[src/rtl/ap_seq_pkg.sv]
// Shared state encoding, default widths and statistics reset constant for ap_ctrl_sequencer.
package ap_seq_pkg;

    typedef enum logic [1:0] {
        IDLE,
        ISSUE,
        DRAIN
    } ap_seq_state_e;

    localparam int DEF_CNT_W   = 16;
    localparam int DEF_TS_W    = 32;
    localparam int DEF_DEPTH   = 4;
    localparam int DEF_TIMEOUT = 1024;

    localparam logic [DEF_TS_W-1:0] LAT_INIT_MIN = '1;

endpackage

[src/rtl/ap_seq_ts_fifo.sv]
// Synchronous timestamp FIFO holding the accept time of each outstanding transaction.
module ap_seq_ts_fifo #(
    parameter int DEPTH = 4,
    parameter int TS_W  = 32
) (
    input  logic                     clock,
    input  logic                     reset,
    input  logic                     i_flush,
    input  logic                     i_push,
    input  logic [TS_W-1:0]          i_pushData,
    input  logic                     i_pop,
    output logic [TS_W-1:0]          o_popData,
    output logic [$clog2(DEPTH):0]   o_count,
    output logic                     o_empty,
    output logic                     o_full
);
    localparam int AW = $clog2(DEPTH);

    logic [TS_W-1:0] r_mem [DEPTH];
    logic [AW-1:0]   r_wrPtr;
    logic [AW-1:0]   r_rdPtr;
    logic [AW:0]     r_count;
    logic            w_doPush;
    logic            w_doPop;

    assign o_empty   = (r_count == '0);
    assign o_full    = (r_count == (AW+1)'(DEPTH));
    assign o_count   = r_count;
    assign o_popData = r_mem[r_rdPtr];

    // A push into a full FIFO is only honoured when a pop frees a slot the same cycle.
    assign w_doPop  = i_pop && !o_empty;
    assign w_doPush = i_push && (!o_full || w_doPop);

    always_ff @(posedge clock) begin
        if (w_doPush) begin
            r_mem[r_wrPtr] <= i_pushData;
        end
    end

    always_ff @(posedge clock) begin
        if (reset || i_flush) begin
            r_wrPtr <= '0;
            r_rdPtr <= '0;
            r_count <= '0;
        end else begin
            if (w_doPush) begin
                r_wrPtr <= r_wrPtr + AW'(1);
            end
            if (w_doPop) begin
                r_rdPtr <= r_rdPtr + AW'(1);
            end
            r_count <= r_count + (AW+1)'(w_doPush) - (AW+1)'(w_doPop);
        end
    end

endmodule

[src/rtl/ap_ctrl_sequencer.sv]
// Issues a commanded number of ap_ctrl_hs transactions and measures per-transaction latency.
// Optional watchdog compiled in with `define AP_SEQ_WATCHDOG_EN.
module ap_ctrl_sequencer
    import ap_seq_pkg::*;
#(
    parameter int CNT_W   = DEF_CNT_W,
    parameter int TS_W    = DEF_TS_W,
    parameter int DEPTH   = DEF_DEPTH,
    parameter int TIMEOUT = DEF_TIMEOUT
) (
    input  logic             clock,
    input  logic             reset,
    input  logic             cmd_valid,
    output logic             cmd_ready,
    input  logic [CNT_W-1:0] cmd_count,
    output logic             ap_start,
    input  logic             ap_ready,
    input  logic             ap_done,
    output logic             finish,
    output logic             busy,
    output logic [CNT_W-1:0] started_cnt,
    output logic [CNT_W-1:0] done_cnt,
    output logic [TS_W-1:0]  last_lat,
    output logic [TS_W-1:0]  min_lat,
    output logic [TS_W-1:0]  max_lat,
    output logic             proto_err,
    output logic             timeout_err
);
    localparam int OCC_W = $clog2(DEPTH) + 1;

    ap_seq_state_e    r_state;
    ap_seq_state_e    w_stateNext;
    logic [TS_W-1:0]  r_ts;
    logic [TS_W-1:0]  r_lastLat;
    logic [TS_W-1:0]  r_minLat;
    logic [TS_W-1:0]  r_maxLat;
    logic [TS_W-1:0]  w_lat;
    logic [TS_W-1:0]  w_headTs;
    logic [CNT_W-1:0] r_count;
    logic [CNT_W-1:0] r_startedCnt;
    logic [CNT_W-1:0] r_doneCnt;
    logic [CNT_W-1:0] w_startedNext;
    logic [CNT_W-1:0] w_doneNext;
    logic             r_finish;
    logic             r_protoErr;
    logic             w_acc;
    logic             w_bypass;
    logic             w_push;
    logic             w_pop;
    logic             w_doneValid;
    logic             w_cmdAccept;
    logic             w_finishSet;
    logic             w_wdFire;
    logic             w_fifoEmpty;
    logic             w_fifoFull;
    logic [OCC_W-1:0] w_fifoCount;

    // Start is driven from registered occupancy so a same-cycle done cannot reopen a full window.
    assign ap_start = (r_state == ISSUE) && !w_fifoFull && !w_wdFire;
    assign w_acc    = ap_start && ap_ready;

    // Accept and done together on an empty FIFO is the zero-latency combinational kernel case.
    assign w_bypass    = w_acc && ap_done && w_fifoEmpty;
    assign w_push      = w_acc && !w_bypass;
    assign w_pop       = ap_done && !w_fifoEmpty;
    assign w_doneValid = w_pop || w_bypass;
    assign w_lat       = w_bypass ? '0 : (r_ts - w_headTs);

    assign w_startedNext = r_startedCnt + CNT_W'(w_acc);
    assign w_doneNext    = r_doneCnt + CNT_W'(w_doneValid);

    ap_seq_ts_fifo #(
        .DEPTH (DEPTH),
        .TS_W  (TS_W)
    ) u_tsFifo (
        .clock      (clock),
        .reset      (reset),
        .i_flush    (w_wdFire),
        .i_push     (w_push),
        .i_pushData (r_ts),
        .i_pop      (w_pop),
        .o_popData  (w_headTs),
        .o_count    (w_fifoCount),
        .o_empty    (w_fifoEmpty),
        .o_full     (w_fifoFull)
    );

    always_comb begin
        w_stateNext = r_state;
        w_cmdAccept = 1'b0;
        w_finishSet = 1'b0;
        case (r_state)
            IDLE: begin
                if (cmd_valid) begin
                    if (cmd_count != '0) begin
                        w_cmdAccept = 1'b1;
                        w_stateNext = ISSUE;
                    end else begin
                        w_finishSet = 1'b1;
                    end
                end
            end
            ISSUE: begin
                // The last accept can also complete the run when the kernel answers in the same cycle.
                if (w_acc && (w_startedNext == r_count)) begin
                    if (w_doneNext == r_count) begin
                        w_stateNext = IDLE;
                        w_finishSet = 1'b1;
                    end else begin
                        w_stateNext = DRAIN;
                    end
                end
            end
            DRAIN: begin
                if (w_doneNext == r_count) begin
                    w_stateNext = IDLE;
                    w_finishSet = 1'b1;
                end
            end
            default: w_stateNext = IDLE;
        endcase
        if (w_wdFire) begin
            w_stateNext = IDLE;
            w_finishSet = 1'b1;
        end
    end

    always_ff @(posedge clock) begin
        if (reset) begin
            r_state      <= IDLE;
            r_ts         <= '0;
            r_count      <= '0;
            r_startedCnt <= '0;
            r_doneCnt    <= '0;
            r_lastLat    <= '0;
            r_minLat     <= {TS_W{LAT_INIT_MIN[0]}};
            r_maxLat     <= '0;
            r_finish     <= 1'b0;
            r_protoErr   <= 1'b0;
        end else begin
            r_state <= w_stateNext;
            r_ts    <= r_ts + TS_W'(1);
            if (w_cmdAccept) begin
                r_count      <= cmd_count;
                r_startedCnt <= '0;
                r_doneCnt    <= '0;
                r_lastLat    <= '0;
                r_minLat     <= {TS_W{LAT_INIT_MIN[0]}};
                r_maxLat     <= '0;
                r_finish     <= 1'b0;
            end else begin
                if (w_acc) begin
                    r_startedCnt <= w_startedNext;
                end
                if (w_doneValid) begin
                    r_doneCnt <= w_doneNext;
                    r_lastLat <= w_lat;
                    if (w_lat < r_minLat) begin
                        r_minLat <= w_lat;
                    end
                    if (w_lat > r_maxLat) begin
                        r_maxLat <= w_lat;
                    end
                end
                if (w_finishSet) begin
                    r_finish <= 1'b1;
                end
            end
            if (ap_done && w_fifoEmpty && !w_acc) begin
                r_protoErr <= 1'b1;
            end
        end
    end

`ifdef AP_SEQ_WATCHDOG_EN
    localparam int WD_W = $clog2(TIMEOUT + 1);

    logic [WD_W-1:0] r_wdCnt;
    logic            r_timeoutErr;

    // Counts stalled cycles with work outstanding; any handshake activity restarts the count.
    always_ff @(posedge clock) begin
        if (reset) begin
            r_wdCnt      <= '0;
            r_timeoutErr <= 1'b0;
        end else if (w_wdFire) begin
            r_wdCnt      <= '0;
            r_timeoutErr <= 1'b1;
        end else if (w_acc || ap_done || (w_fifoCount == '0)) begin
            r_wdCnt <= '0;
        end else begin
            r_wdCnt <= r_wdCnt + WD_W'(1);
        end
    end

    assign w_wdFire    = (r_wdCnt == WD_W'(TIMEOUT));
    assign timeout_err = r_timeoutErr;
`else
    localparam int unusedTimeout = TIMEOUT;

    logic w_unusedCount;

    assign w_unusedCount = ^w_fifoCount;
    assign w_wdFire      = 1'b0;
    assign timeout_err   = 1'b0;
`endif

    assign cmd_ready   = (r_state == IDLE);
    assign busy        = (r_state != IDLE);
    assign finish      = r_finish;
    assign started_cnt = r_startedCnt;
    assign done_cnt    = r_doneCnt;
    assign last_lat    = r_lastLat;
    assign min_lat     = r_minLat;
    assign max_lat     = r_maxLat;
    assign proto_err   = r_protoErr;

endmodule

[config.mk]
export PLATFORM = sky130hd
export DESIGN_NAME = ap_ctrl_sequencer
export DESIGN_NICKNAME = d
export VERILOG_FILES = /design/src/rtl/ap_seq_pkg.sv /design/src/rtl/ap_seq_ts_fifo.sv /design/src/rtl/ap_ctrl_sequencer.sv
export SDC_FILE = /design/constraint.sdc
export NUM_CORES = 1
export LEC_CHECK = 0
export BUFFER_PORTS_ARGS = -buffer_cell sky130_fd_sc_hd__buf_2
export CAP_MARGIN = 20
export CORE_ASPECT_RATIO = 0.75
export CORE_MARGIN = 1
export CORE_UTILIZATION = 55
export CTS_BUF_LIST = sky130_fd_sc_hd__clkbuf_16
export DETAILED_ROUTE_END_ITERATION = 8
export GPL_TIMING_DRIVEN = 0
export PLACE_DENSITY_LB_ADDON = 0.3
export SKIP_LAST_GASP = 1
export SYNTH_ARGS = -nofsm -noshare
export SYNTH_HDL_FRONTEND = slang
export SYNTH_SLANG_ARGS = --single-unit
[constraint.sdc]
create_clock -name clock -period 12.8 [get_ports clock]
set_input_delay 2.56 -clock clock [delete_from_list [all_inputs] [get_ports clock]]
set_output_delay 2.56 -clock clock [all_outputs]
set_load 0.05 [all_outputs]
### Yosys cells after proc, flatten, opt, wreduce, memory -nomap -nowiden

Memories as Yosys holds them, arrays and structs flattened. A register that Yosys moved wholly into a read port is not among the register bits.
Index checks and enable logic that the tools add are counted.

| word-level totals | value |
|---|---|
| ROM bits | 0 |
| output and inout port bits | 134 |
| memories | 1 |
| RAM bits | 128 |
| latch bits | 0 |
| bits in registers | 187 |

| operators by class | value |
|---|---|
| reduce and logical (&&, ||, !) cells | 25 |
| $lt $le $gt $ge | 2 |
| $add $sub $neg | 8 |
| multiply operators | 0 |
| shifts and indexed selects | 0 |
| equal/unequal tests | 9 |
| mux-type cells | 19 |
| divide/modulo/power cells | 0 |
| bitwise logic cells | 0 |

Memory list:

| memory | depth | bits a word | rd ports | clocked after memory_dff | wr ports | line | source |
|---|---|---|---|---|---|---|---|
| u_tsFifo.r_mem | 4 | 32 | 1 | 1 | 1 | ap_seq_ts_fifo.sv:19 | `logic [TS_W-1:0] r_mem [DEPTH];` |

Operators with widths:

| kind | number |
|---|---|
| $add A16 B1 Y16 | 2 |
| $add A32 B1 Y32 const B | 1 |
| $eq A16 B16 Y1 | 2 |
| $gt A32 B32 Y1 | 1 |
| $lt A32 B32 Y1 | 1 |
| $mux W32 | 1 |
| $sub A32 B32 Y32 | 1 |
| $reduce_bool A16 Y1 | 1 |
| $mux W2 | 7 |
| $logic_and A1 B1 Y1 | 11 |
| $mux W1 | 9 |
| $pmux W2 S3 | 1 |
| $add A2 B1 Y2 const B | 2 |
| $logic_not A1 Y1 | 4 |
| $ne A2 B1 Y1 const B | 2 |
| $ne A2 B2 Y1 const B | 2 |
| $reduce_and A2 Y1 | 2 |
| $reduce_and A4 Y1 | 1 |
| $add A3 B1 Y3 | 1 |
| $eq A3 B3 Y1 const B | 1 |
| $logic_not A3 Y1 | 1 |
| $pmux W1 S3 | 1 |
| $sub A3 B1 Y3 | 1 |
| $eq A2 B1 Y1 const B | 1 |
| other kinds (5) | 6 |

### Logic depth before layout (Yosys ltp)

| logic depth | value |
|---|---|
| depth after elaboration | 12 |
| gate-level depth with buffers | 24 |
| mapped depth without buffers | 20 |

### By module

A second synthesis with hierarchy kept.

| second synthesis, totals | value |
|---|---|
| cell total of the unflattened synthesis | 1639 |
| area, all modules | 16266.9 sq um |

By module, submodules not included:

| module | times used | area an instance (sq um) | cells each |
|---|---|---|---|
| ap_ctrl_sequencer | 1 | 11189.5 | 1424 |
| ap_seq_ts_fifo | 1 | 5077.4 | 215 |

### Least setup slack after synthesis

No wires, ideal clock.

| timing path | value |
|---|---|
| path kind | in2reg |
| from | input ap_ready |
| to | register r_finish (netlist: finish) |
| arrival time | 6.295 ns |
| buffers on the path | 3 |
| library setup time | 0.091 ns |
| stages on the path | 18 |
| path slack | 6.414 ns |
| cell sequence | nand3b_1 > a21o_1 > inv_1 > a21oi_1 > clkbuf_1 > inv_1 > clkbuf_1 > clkbuf_1 > ha_1 > ha_1 > nand3_1 > nor3_1 > nand3_1 > xnor2_1 > or4_4 > nor4_2 > nor2b_1 > a311oi_1 |

| on the way | value |
|---|---|
| longest elaborated chain between the ends | 9 |

RTL lines:

| item | line | source |
|---|---|---|
| start, declared | ap_ctrl_sequencer.sv:17 | `input logic ap_ready,` |
| $logic_and A1 B1 Y1 (*) | ap_ctrl_sequencer.sv:60 | `assign w_acc = ap_start && ap_ready;` |
| $logic_and A1 B1 Y1 (2 in series) | ap_ctrl_sequencer.sv:63 | `assign w_bypass = w_acc && ap_done && w_fifoEmpty;` |
| $logic_or A1 B1 Y1 | ap_ctrl_sequencer.sv:66 | `assign w_doneValid = w_pop \|\| w_bypass;` |
| $add A16 B1 Y16 | ap_ctrl_sequencer.sv:70 | `assign w_doneNext = r_doneCnt + CNT_W'(w_doneValid);` |
| $eq A16 B16 Y1 | ap_ctrl_sequencer.sv:106, ap_ctrl_sequencer.sv:115 |  |
| $mux W1 | ap_ctrl_sequencer.sv:106, ap_ctrl_sequencer.sv:115 |  |
| $mux W1 | ap_ctrl_sequencer.sv:105 | `if (w_acc && (w_startedNext == r_count)) begin` |
| $pmux W1 S3 (*) | ap_ctrl_sequencer.sv:92 | `case (r_state)` |
| end signal, assigned | ap_ctrl_sequencer.sv:138 | `r_finish <= 1'b0;` |
| end signal, assigned | ap_ctrl_sequencer.sv:150 | `r_finish <= 1'b0;` |
| end signal, assigned | ap_ctrl_sequencer.sv:166 | `r_finish <= 1'b1;` |
| end, declared | ap_ctrl_sequencer.sv:44 | `logic r_finish;` |

Every way passes the cells marked *; elsewhere a longest branch is shown, timed or not.
A chain may end at the register's enable or synchronous reset.

==> impl_metrics.yaml <==
run_status:
  outcome: "complete, but fails checks"
  violations: "design-rule violations"
clock_tree:
  clock_latency_ns: 0.58
  cts_tree: "built"
  hold_buffers: 0
  cts-resized-gates: 0
  cts_sinks: 317
  cts_setup_buffers: 0
  max-clock-path-buffers: 3
  h-tree-depth: 1
  cts-root-buf: "clkbuf_16"
  clk_pin_slew_ns: 0.07
  cts_inserted_buffers: 31
detailed_routing:
  dr.first_iter.drc_count: 1252
  wl_per_cell_um: 19.9
  avgViaCountPerCell: 5.97
  vias: 13500
  first_pass_iters: 7
  ant_nets: 0
  drc: 1
  finalWirelength_um: 44800
sta:
  period_share_pct: 65.3
  hold_viol: 0
  setup_slack_ns: 4.44
  worst_pin_slew_ns: 1.12
  report.final.slew_viol_count: 0
  rsz0062_at_grt: "no"
  fin_setup_tns_ns: 0
  setup_viol: 0
  period_needed_ns: 8.36
  clock_skew_ns: 0.0137
  relSlewSlack_pct: 24.8
  whs_ns: 0.450
  max_freq_ghz: 0.120
floorplan:
  fp.dieH_um: 151
  die_area_sq_um: 30200
  io-pin-count: 155
  initial_utilization_pct: 55.9
  die_x_um: 200
  core_sq_um: 29100
  placementRows: 54
place:
  pre_cts_ws_ns: 4.55
  io_buffer_count: 152
  dpl.hpwl_um: 33100
  place_congestion: 0.957
synth:
  syn_area_sq_um: 16200
  synth_cells: 1649
  ys_seq_area_share_pct: 47.0
  synthArstFlopShare_pct: 0
  synth_ff_type: "dfxtp_1"
  synth_seq_cells: 317
  synth.avg_cell_area_sq_um: 9.85
  synthDistinctLibCells: 76
  synth-edff-count: 128
  yosysWarnings: 0
  syn_nets: 1779
pwr:
  p_total_w: 0.00346
  switchingPower_w: 0.00137
  power_density_nw_per_um2: 187
  p_comb_share_pct: 38.2
  p_int_w: 0.00209
  p_clk_share_pct: 27.1
  ir_drop_v: 0.000124
  switching_share_pct: 39.5
  seq_power_share_pct: 34.7
  p_leak_nw: 7.70
global_route:
  grt_pass1_wl_um: 68900
  overflow: 0
  antenna_found_initial: 0
  grt_start_max_net_pins: 33
  grt_pass1_vias: 12500
  gr-usage-all-layers_pct: 29.3
setup_path:
  worst-setup-path-type: "flop to flop"
  cp-end-kind: "flop"
  worstPathMaxFanout: 10
  r2r_slack_ns: 4.44
  critPathRequiredTime_ns: 13.24
  worstPathArrival_ns: 8.80
  worstSetupStartpointType: "flop"
layout:
  antenna_cells: 0
  fin_nets: 1965
  mostFrequentLayoutCell: "dfxtp_1"
  layout-drive-gt1-share_pct: 14.1
  multi_input_area_sq_um: 7840
  regArea_sq_um: 7630
  most-common-layout-cells: "189 x dfxtp_1, 174 x nand2_1, 153 x buf_2, 145 x nor2_1, 128 x edfxtp_1"
  fillers: 2378
  area_growth_pct: 14.2
job:
  cap_violations: 0
hold_path:
  hold_class: "flop to flop"
area by class of cell:
cell class,count,share of cell area [%]
buffer,78,1.77
tap,392,2.65
multi-input combinational,1136,42.3
sequential,317,41.1
timing repair buffer,153,4.14
clock inverter,27,1.42
clock buffer,31,4.18
inverter,118,2.39
cells in the mapped netlist (3+ instances only):
cell type | number | area [sq um]
a2111oi_0 | 4 | 35.0
a211o_1 | 4 | 35.0
a211oi_1 | 8 | 60.1
a21boi_0 | 4 | 30.0
a21o_1 | 21 | 158
a21oi_1 | 125 | 626
a31oi_1 | 9 | 56.3
and2_1 | 7 | 43.8
and3_1 | 19 | 119
and3b_1 | 3 | 26.3
and4_1 | 4 | 35.0
buf_1 | 14 | 52.6
buf_6 | 3 | 33.8
clkbuf_1 | 57 | 214
dfxtp_1 | 189 | 3780
edfxtp_1 | 128 | 3840
ha_1 | 107 | 1340
inv_1 | 118 | 443
mux2i_1 | 21 | 210
mux4_2 | 32 | 721
nand2_1 | 174 | 653
nand2b_1 | 11 | 68.8
nand3_1 | 51 | 255
nand3b_1 | 4 | 30.0
nand4_1 | 29 | 181
nor2_1 | 145 | 544
nor2b_1 | 10 | 62.6
nor3_1 | 23 | 115
nor4_1 | 13 | 81.3
o2111ai_1 | 3 | 26.3
o211ai_1 | 11 | 82.6
o21a_1 | 6 | 45.0
o21ai_0 | 71 | 355
o22ai_1 | 3 | 18.8
o311ai_0 | 14 | 123
o31ai_1 | 11 | 82.6
o32ai_1 | 7 | 61.3
or2_2 | 6 | 37.5
or3_1 | 21 | 131
xnor2_1 | 51 | 447
xor2_1 | 60 | 526
power by group through the flow:
| stage | Combinational [W] | Sequential (W) | Clock [W] |
|---|---|---|---|
| after CTS | 0.00130 | 0.00120 | 0.000944 |
| after detailed placement | 0.00129 | 0.00122 | 0 |
| after global placement | 0.00126 | 0.00122 | 0 |
| after floorplan | 0.000733 | 0.00141 | 0 |
| after global routing | 0.00143 | 0.00121 | 0.000984 |
| final | 0.00132 | 0.00120 | 0.000937 |
path summary, 6_finish.rpt:
path,from,endpoint,cells past startpoint
min reg2reg,last_lat[5],last_lat[5],2
max reg2reg,flop,min_lat[12],23
max,flop,min_lat[12],23
min,last_lat[5],last_lat[5],2
kinds of logic after synthesis:
| kind of cell | share of synthesized area [%] |
|---|---|
| AND/OR/NAND/NOR | 15.5 |
| AO/OA/AOI/OAI | 12.4 |
| flip-flops | 47.0 |
| buffers and inverters | 4.75 |
| XOR/XNOR | 5.99 |
| adder cells (fa/ha/maj) | 8.49 |
| multiplexers | 5.80 |
| other | 0.0231 |
layer usage:
layer | global-route usage (%) | vias to the layer above | wire, um
li1 | - | 6276 | -
met1 | 43.2 | 6450 | 20400
met2 | 43.6 | 635 | 18900
met3 | 5.64 | 91 | 4150
met4 | 8.74 | 0 | 1300
met5 | 0 | - | 0
critical path, cell delays in order (launching register included):
cell,delay [ns]
dfxtp_1,0.32
clkbuf_1,0.27
buf_1,0.74
mux4_2,0.61
ha_1,0.22
fa_1,0.41
nand3b_1,0.22
a21oi_1,0.37
o2111ai_1,0.35
a2111oi_2,0.57
nor2_1,0.17
o21ai_0,0.24
xnor2_1,0.34
nor2_1,0.15
ha_1,0.33
nand4_1,0.16
nor4_1,0.69
o2111ai_1,0.19
o21ai_0,0.55
or2_2,0.21
clkbuf_1,0.23
clkbuf_1,0.55
mux2i_1,0.26
nand2_1,0.06
registers in the layout, summed over array words and instances, names as in the netlist, named ones only:
signal	cells
r_state	2
proto_err	1
started_cnt	16
u_tsFifo.r_wrPtr	2
finish	1
u_tsFifo.r_mem	128
r_ts	32
min_lat	32
last_lat	32
u_tsFifo.r_rdPtr	2
u_tsFifo.o_count	3
max_lat	32
r_count	16
done_cnt	16
stage by stage:
stage          instance area [sq um]  instances  util, %
2_1_floorplan                  16200       1649        -
3_3_place_gp                   17500       2193     60.2
3_5_place_dp                   17500       2194     60.2
4_1_cts                        18500       2252     63.8
5_1_grt                        18500       2252     63.8
6_report                       18500       2252     63.8
Note: power is estimated with default switching activity, not from simulation.
